$ cat src/rtl/multi_cycle_rv_core.sv
// Multi-cycle RV32I-subset core sharing one req/ready memory port for fetch, load and store.
// Define MC_CORE_PERF_EN to add the perf_cycles / perf_instret counter ports.
module multi_cycle_rv_core #(
    parameter logic [31:0] RESET_PC   = 32'h0000_0000,
    parameter int unsigned MEM_ADDR_W = 8,
    parameter int unsigned NUM_REGS   = 32
) (
    input  logic                  clk,
    input  logic                  reset,
    output logic                  mem_req,
    output logic                  mem_we,
    output logic [MEM_ADDR_W-1:0] mem_addr,
    output logic [31:0]           mem_wdata,
    input  logic [31:0]           mem_rdata,
    input  logic                  mem_ready,
    output logic                  halted,
    output logic                  illegal,
    output logic [31:0]           dbg_pc,
    output logic [2:0]            dbg_state
`ifdef MC_CORE_PERF_EN
    ,
    output logic [31:0]           perf_cycles,
    output logic [31:0]           perf_instret
`endif
);

    localparam int unsigned RIDX_W = $clog2(NUM_REGS);

    localparam logic [2:0] S_FETCH  = 3'd0;
    localparam logic [2:0] S_DECODE = 3'd1;
    localparam logic [2:0] S_EXEC   = 3'd2;
    localparam logic [2:0] S_MEM    = 3'd3;
    localparam logic [2:0] S_WB     = 3'd4;
    localparam logic [2:0] S_HALT   = 3'd5;

    localparam logic [6:0] OP_LUI    = 7'b0110111;
    localparam logic [6:0] OP_AUIPC  = 7'b0010111;
    localparam logic [6:0] OP_JAL    = 7'b1101111;
    localparam logic [6:0] OP_JALR   = 7'b1100111;
    localparam logic [6:0] OP_BRANCH = 7'b1100011;
    localparam logic [6:0] OP_LOAD   = 7'b0000011;
    localparam logic [6:0] OP_STORE  = 7'b0100011;
    localparam logic [6:0] OP_IMM    = 7'b0010011;
    localparam logic [6:0] OP_REG    = 7'b0110011;
    localparam logic [6:0] OP_SYSTEM = 7'b1110011;

    logic [2:0]  state_q, state_d;
    logic [31:0] pc_q, ir_q, a_q, b_q, imm_q, res_q, npc_q;
    logic        illegal_q;
    logic [31:0] rf_q [NUM_REGS];

    logic [6:0]  opcode, f7;
    logic [4:0]  rd, rs1, rs2;
    logic [2:0]  f3;

    assign opcode = ir_q[6:0];
    assign rd     = ir_q[11:7];
    assign f3     = ir_q[14:12];
    assign rs1    = ir_q[19:15];
    assign rs2    = ir_q[24:20];
    assign f7     = ir_q[31:25];

    logic        legal, use_rs1, use_rs2, use_rd, reg_ok;
    logic [31:0] imm_dec;

    always_comb begin
        legal   = 1'b0;
        use_rs1 = 1'b0;
        use_rs2 = 1'b0;
        use_rd  = 1'b0;
        imm_dec = '0;
        case (opcode)
            OP_LUI, OP_AUIPC: begin
                legal   = 1'b1;
                use_rd  = 1'b1;
                imm_dec = {ir_q[31:12], 12'b0};
            end
            OP_JAL: begin
                legal   = 1'b1;
                use_rd  = 1'b1;
                imm_dec = {{11{ir_q[31]}}, ir_q[31], ir_q[19:12], ir_q[20], ir_q[30:21], 1'b0};
            end
            OP_JALR, OP_LOAD, OP_IMM: begin
                use_rs1 = 1'b1;
                use_rd  = 1'b1;
                imm_dec = {{20{ir_q[31]}}, ir_q[31:20]};
                if (opcode == OP_JALR)      legal = (f3 == 3'b000);
                else if (opcode == OP_LOAD) legal = (f3 == 3'b010);
                else if (f3 == 3'b001)      legal = (f7 == 7'b0000000);
                else if (f3 == 3'b101)      legal = (f7 == 7'b0000000) || (f7 == 7'b0100000);
                else                        legal = 1'b1;
            end
            OP_BRANCH: begin
                legal   = (f3 != 3'b010) && (f3 != 3'b011);
                use_rs1 = 1'b1;
                use_rs2 = 1'b1;
                imm_dec = {{19{ir_q[31]}}, ir_q[31], ir_q[7], ir_q[30:25], ir_q[11:8], 1'b0};
            end
            OP_STORE: begin
                legal   = (f3 == 3'b010);
                use_rs1 = 1'b1;
                use_rs2 = 1'b1;
                imm_dec = {{20{ir_q[31]}}, ir_q[31:25], ir_q[11:7]};
            end
            OP_REG: begin
                legal   = (f7 == 7'b0000000) ||
                          ((f7 == 7'b0100000) && ((f3 == 3'b000) || (f3 == 3'b101)));
                use_rs1 = 1'b1;
                use_rs2 = 1'b1;
                use_rd  = 1'b1;
            end
            OP_SYSTEM: legal = (ir_q == 32'h0000_0073) || (ir_q == 32'h0010_0073);
            default:   legal = 1'b0;
        endcase
    end

    // Register indices beyond NUM_REGS (RV32E) are treated as illegal encodings.
    assign reg_ok = !(use_rs1 && (32'(rs1) >= NUM_REGS)) &&
                    !(use_rs2 && (32'(rs2) >= NUM_REGS)) &&
                    !(use_rd  && (32'(rd)  >= NUM_REGS));

    logic [31:0] op_b, alu, pc_plus4, mem_ea, exec_res, exec_npc;
    logic        eq, lt, ltu, taken;

    assign pc_plus4 = pc_q + 32'd4;
    assign mem_ea   = a_q + imm_q;
    assign op_b     = ((opcode == OP_REG) || (opcode == OP_BRANCH)) ? b_q : imm_q;
    assign eq       = (a_q == b_q);
    assign lt       = ($signed(a_q) < $signed(b_q));
    assign ltu      = (a_q < b_q);

    always_comb begin
        alu = '0;
        case (f3)
            3'b000:  alu = ((opcode == OP_REG) && f7[5]) ? a_q - op_b : a_q + op_b;
            3'b001:  alu = a_q << op_b[4:0];
            3'b010:  alu = {31'b0, $signed(a_q) < $signed(op_b)};
            3'b011:  alu = {31'b0, a_q < op_b};
            3'b100:  alu = a_q ^ op_b;
            3'b101:  alu = f7[5] ? 32'($signed(a_q) >>> op_b[4:0]) : a_q >> op_b[4:0];
            3'b110:  alu = a_q | op_b;
            default: alu = a_q & op_b;
        endcase
    end

    always_comb begin
        taken = 1'b0;
        case (f3)
            3'b000:  taken = eq;
            3'b001:  taken = !eq;
            3'b100:  taken = lt;
            3'b101:  taken = !lt;
            3'b110:  taken = ltu;
            3'b111:  taken = !ltu;
            default: taken = 1'b0;
        endcase
    end

    always_comb begin
        exec_npc = pc_plus4;
        case (opcode)
            OP_LUI:           exec_res = imm_q;
            OP_AUIPC:         exec_res = pc_q + imm_q;
            OP_JAL, OP_JALR:  exec_res = pc_plus4;
            default:          exec_res = alu;
        endcase
        if (opcode == OP_JAL)       exec_npc = pc_q + imm_q;
        else if (opcode == OP_JALR) exec_npc = mem_ea & ~32'd1;
    end

    always_comb begin
        state_d = state_q;
        case (state_q)
            S_FETCH:  if (mem_ready) state_d = S_DECODE;
            S_DECODE: state_d = (legal && reg_ok) ? S_EXEC : S_HALT;
            S_EXEC: begin
                case (opcode)
                    OP_BRANCH:          state_d = S_FETCH;
                    OP_LOAD, OP_STORE:  state_d = S_MEM;
                    OP_SYSTEM:          state_d = S_HALT;
                    default:            state_d = S_WB;
                endcase
            end
            S_MEM:    if (mem_ready) state_d = (opcode == OP_STORE) ? S_FETCH : S_WB;
            S_WB:     state_d = S_FETCH;
            default:  state_d = S_HALT;
        endcase
    end

    always_ff @(posedge clk or negedge reset) begin
        if (!reset) begin
            state_q   <= S_FETCH;
            pc_q      <= RESET_PC;
            ir_q      <= '0;
            a_q       <= '0;
            b_q       <= '0;
            imm_q     <= '0;
            res_q     <= '0;
            npc_q     <= '0;
            illegal_q <= 1'b0;
        end else begin
            state_q <= state_d;
            case (state_q)
                S_FETCH: if (mem_ready) ir_q <= mem_rdata;
                S_DECODE: begin
                    a_q   <= rf_q[rs1[RIDX_W-1:0]];
                    b_q   <= rf_q[rs2[RIDX_W-1:0]];
                    imm_q <= imm_dec;
                    if (!(legal && reg_ok)) illegal_q <= 1'b1;
                end
                S_EXEC: begin
                    res_q <= exec_res;
                    npc_q <= exec_npc;
                    if (opcode == OP_BRANCH) pc_q <= taken ? pc_q + imm_q : pc_plus4;
                end
                S_MEM: begin
                    if (mem_ready) begin
                        if (opcode == OP_STORE) pc_q <= pc_plus4;
                        else                    res_q <= mem_rdata;
                    end
                end
                S_WB:    pc_q <= npc_q;
                default: ;
            endcase
        end
    end

    always_ff @(posedge clk or negedge reset) begin
        if (!reset) begin
            for (int unsigned i = 0; i < NUM_REGS; i++) rf_q[i] <= '0;
        end else if ((state_q == S_WB) && (rd != 5'd0)) begin
            rf_q[rd[RIDX_W-1:0]] <= res_q;
        end
    end

    // Gated by reset so an access in flight is withdrawn the moment reset asserts.
    logic [MEM_ADDR_W-1:0] addr_sel;

    assign addr_sel  = (state_q == S_MEM) ? mem_ea[MEM_ADDR_W-1:0] : pc_q[MEM_ADDR_W-1:0];
    assign mem_req   = reset && ((state_q == S_FETCH) || (state_q == S_MEM));
    assign mem_we    = reset && (state_q == S_MEM) && (opcode == OP_STORE);
    assign mem_addr  = addr_sel & ~MEM_ADDR_W'(3);
    assign mem_wdata = b_q;
    assign halted    = (state_q == S_HALT);
    assign illegal   = illegal_q;
    assign dbg_pc    = pc_q;
    assign dbg_state = state_q;

`ifdef MC_CORE_PERF_EN
    always_ff @(posedge clk or negedge reset) begin
        if (!reset) begin
            perf_cycles  <= '0;
            perf_instret <= '0;
        end else begin
            if (state_q != S_HALT) perf_cycles <= perf_cycles + 32'd1;
            if (((state_q == S_EXEC) || (state_q == S_MEM) || (state_q == S_WB)) &&
                (state_d == S_FETCH)) begin
                perf_instret <= perf_instret + 32'd1;
            end
        end
    end
`endif

endmodule

$ cat config.mk
export PLATFORM = sky130hd
export DESIGN_NAME = multi_cycle_rv_core
export DESIGN_NICKNAME = d
export VERILOG_FILES = /design/src/rtl/multi_cycle_rv_core.sv
export SDC_FILE = /design/constraint.sdc
export NUM_CORES = 2
export LEC_CHECK = 0
export ABC_CLOCK_PERIOD_IN_PS = 5500
export BUFFER_PORTS_ARGS = -buffer_cell sky130_fd_sc_hd__clkbuf_2
export CAP_MARGIN = 20
export CORE_MARGIN = 4
export CORE_UTILIZATION = 40
export CTS_CLUSTER_SIZE = 12
export DETAILED_ROUTE_END_ITERATION = 8
export PLACE_DENSITY = 0.54
export SLEW_MARGIN = 10
export SYNTH_ARGS = -nofsm -noshare
export SYNTH_HDL_FRONTEND = slang
export SYNTH_SLANG_ARGS = --single-unit
export TNS_END_PERCENT = 50
$ cat constraint.sdc
create_clock -name clk -period 5.5 [get_ports clk]
set_input_delay 0.55 -clock clk [delete_from_list [all_inputs] [get_ports clk]]
set_output_delay 0.55 -clock clk [all_outputs]
set_load 0.03 [all_outputs]
==> impl_metrics.py <==
metrics = {
    "outcome": {
        "status": "finished, final reports clean",
    },
    "global_routing": {
        "grt_usage_pct": 32.7,
        "grt_max_degree": 163,
        "grt_pass1_wl_um": 485000,
        "grt_overflow": 0,
        "grt_pass1_vias": 63900,
        "antenna_found_initial": 22,
    },
    "synthesis": {
        "synthMuxAreaShare_pct": 31.8,
        "synth_edf_count": 0,
        "synthSimpleGateAreaFrac_pct": 7.09,
        "ys_ff_latch": 1252,
        "ys_top_cells_by_area": "dfrtp_1, mux2_2, mux4_2",
        "synth-xor-area-share_pct": 1.36,
        "synth_ff_type": "dfrtp_1",
        "yosys.area.top_type_share_pct": 39.4,
        "mappedNetlistArea_um2": 79400,
        "yosysSeqAreaShare_pct": 39.4,
        "postSynthCellCount": 7049,
        "yosysWarnings": 0,
        "synth_top_cell_by_area": "dfrtp_1",
        "synth_top_family_by_area": "multiplexers",
        "synth_cell_types": 103,
        "syn-mean-instance-area_um2": 11.3,
        "synthAdderAreaFrac_pct": 2.99,
        "synth-async-reset-ratio_pct": 100,
        "synth-compound-area-share_pct": 13.3,
    },
    "place": {
        "hpwl_um": 229000,
        "gp_congestion": 1.12,
        "port_buffers": 111,
        "placedCellCount": 9421,
        "placed_area_um2": 83500,
    },
    "pwr": {
        "clkPwrFrac_pct": 18.2,
        "p_per_area_nw_per_um2": 637,
        "p_sw_share_pct": 46.6,
        "ir_drop_mv": 0.403,
        "p_leak_nw": 38.7,
        "seqPwrFrac_pct": 28.0,
        "p_sw_mw": 26.5,
        "comb_power_share_pct": 53.8,
        "p_int_mw": 30.4,
    },
    "sta": {
        "fmax_mhz": 193,
        "slew_headroom_pct": 17.4,
        "finClkSkew_ns": 0.0420,
        "fin_crit_ns": 5.17,
        "setup_violations": 0,
        "worst_pin_slew_ns": 1.23,
        "rsz0062_at_grt": "no",
        "hold_violations": 0,
        "drv_slew": 0,
        "tns_ns": 0,
        "period_share_pct": 94.0,
    },
    "finish": {
        "stdcell_count": 9743,
        "layout_commonest_cell": "dfrtp_1",
        "fillerInstances": 18400,
        "nNetsFinal": 7190,
        "layout-drive-gt1-share_pct": 32.8,
        "stdcell_area_um2": 89300,
        "seqCellArea_um2": 31400,
        "layout_common_cells": "dfrtp_1, mux2_2, mux4_2, a21oi_1, nand2_1",
        "multiInputGateArea_um2": 45300,
        "area.growth.synth_to_final_pct": 12.5,
    },
    "floorplan": {
        "die_x_um": 454,
        "die_area_um2": 206000,
        "io_pins": 114,
        "die_height_um": 454,
        "floorplan.initialDensity_pct": 40.2,
        "row_count": 163,
        "core_um2": 197000,
    },
    "cts": {
        "clockRootBuffer": "clkbuf_16",
        "tritoncts": "built",
        "clock-sinks": 1252,
        "clock_latency_ns": 0.84,
        "cts_buffer_depth": 3,
        "clk_pin_slew_worst_paths_ns": 0.07,
        "cts_buffers": 151,
        "htreeDepth": 4,
    },
    "worst_setup_path": {
        "critPathMaxFanout": 22,
        "crit_required_ns": 6.22,
        "start_kind": "flip-flop",
        "cp-end-kind": "flip-flop",
        "criticalPathCategory": "reg2reg",
        "arrival_ns": 5.89,
    },
    "drt": {
        "first_pass_iters": 8,
        "avgViaCountPerCell": 6.65,
        "met2_wirelength_um": 154000,
        "dr_wl_met3_um": 30800,
        "drc": 0,
        "routed_wl_um": 343000,
        "final_antenna_net_count": 0,
        "m1WireLength_um": 135000,
        "via_count": 64800,
        "drt_iter0_markers": 7566,
        "top_layer": "met5",
        "wl_per_cell_um": 35.2,
    },
    "run": {
        "drv_cap": 0,
    },
    "min_path": {
        "min_path_type": "in2reg",
    },
}
## routing by layer
layer  GRT usage (%)  vias to the layer above
met2            50.5                     3380
met5               0                        -
met3            8.05                      976
met1            42.2                    33800
li1                -                    26700
met4            17.9                       10
## layout make-up
type                       count  share of cell area, %
multi-input combinational   4991                   50.7
sequential                  1252                   35.1
clock buffer                 228                   5.08
timing repair buffer         415                   4.07
tap                         2640                   3.70
inverter                     156                  0.655
clock inverter                47                  0.643
antenna                       14                 0.0392
## state kept, by name, indices dropped and copies added, names as in the netlist
name,cells
npc_q,32
illegal,1
res_q,32
ir_q,32
imm_q,32
mem_wdata,32
dbg_state,3
rf_q,1024
a_q,32
dbg_pc,32
## stage by stage
| step | power (mW) | hold slack, ns | utilization, % | setup WS (ns) |
|---|---|---|---|---|
| 2_1_floorplan | 33.9 | 0.254 | - | 0.940 |
| 3_3_place_gp | 45.1 | 0.377 | 42.3 | 0.342 |
| 3_5_place_dp | 45.4 | 0.384 | 42.3 | 0.401 |
| 4_1_cts | 55.9 | 0.000302 | 45.0 | 0.349 |
| 5_1_grt | 59.1 | 0.0467 | 45.2 | 0.0419 |
| 6_report | 56.9 | 0.0560 | 45.3 | 0.329 |
## synthesized netlist by cell type, types with 16 or more instances
cell	n
dfrtp_1	1252
mux2_2	1094
clkbuf_1	489
mux4_2	456
nand2_1	428
a21oi_1	422
o21ai_0	406
nor2_1	309
mux2i_1	270
ha_1	185
inv_1	150
nand3_1	128
nor3_1	115
buf_1	113
o221ai_1	101
o22ai_1	93
a211oi_1	79
a31oi_1	77
xnor2_1	70
o211ai_1	63
xor2_1	48
a21o_1	46
nand2b_1	36
a221oi_1	35
and3_1	33
buf_2	33
o21a_1	29
nand4_1	27
or3_1	26
a22oi_1	24
o21bai_1	24
nor4_1	22
a221o_1	20
nor2b_1	20
a311oi_1	19
a22o_1	18
a2111oi_0	17
a32oi_1	16
## worst paths after layout
path,startpoint,endpoint,slack (ns),cells past startpoint
setup / recovery,ir_q[6],res_q[31],0.33,17
hold / removal,mem_rdata[31],ir_q[31],0.06,3
setup reg to reg,ir_q[6],res_q[31],0.33,17
hold reg to reg,rf_q[1002],rf_q[1002],0.39,0
max in group asynchronous,reset,rf_q[657],3.37,4
min in group asynchronous,reset,npc_q[8],0.34,2
## kinds of logic (layout without fill, tap and decap cells)
| family | Yosys count | after routing |
|---|---|---|
| fa+ha+maj | 188 | 188 |
| compound gates | 1640 | 1640 |
| other cells | 1 | 16 |
| mux | 1820 | 1820 |
| flops | 1252 | 1252 |
| xor+xnor | 120 | 120 |
| buf+inv | 807 | 846 |
| simple gates | 1221 | 1221 |
## repair_timing
action                                 4_1_cts  5_1_grt
setup endpoints to repair                    0        2
hold buffers                                13        0
resized for setup                            0        2
setup buffers                                0        0
endpoints found under the hold margin       97        0
## power groups by stage
stage | registers [mW] | logic (mW) | clock network (mW)
global placement | 16.1 | 29.0 | 0
detailed placement | 16.3 | 29.1 | 0
floorplan | 14.3 | 19.6 | 0
CTS | 16.2 | 29.2 | 10.5
global route | 16.3 | 31.9 | 10.9
finish | 16.0 | 30.6 | 10.4
## worst max-delay path, cell delays in order (launching register included)
cell and delay [ns]:
dfrtp_1 0.68, xor2_2 0.22, nand3_2 0.40, buf_4 0.35, buf_4 0.23, o21ai_0 0.26, inv_1 0.11, ha_1 0.43
inv_1 0.25, a21oi_1 0.12, o21ai_0 0.20, a21oi_1 0.12, o31ai_1 0.55, a211o_1 0.17, a21oi_1 0.09, o311ai_1 0.43
xor2_1 0.12, o311ai_1 0.31
(Power assumes the default switching activity.)
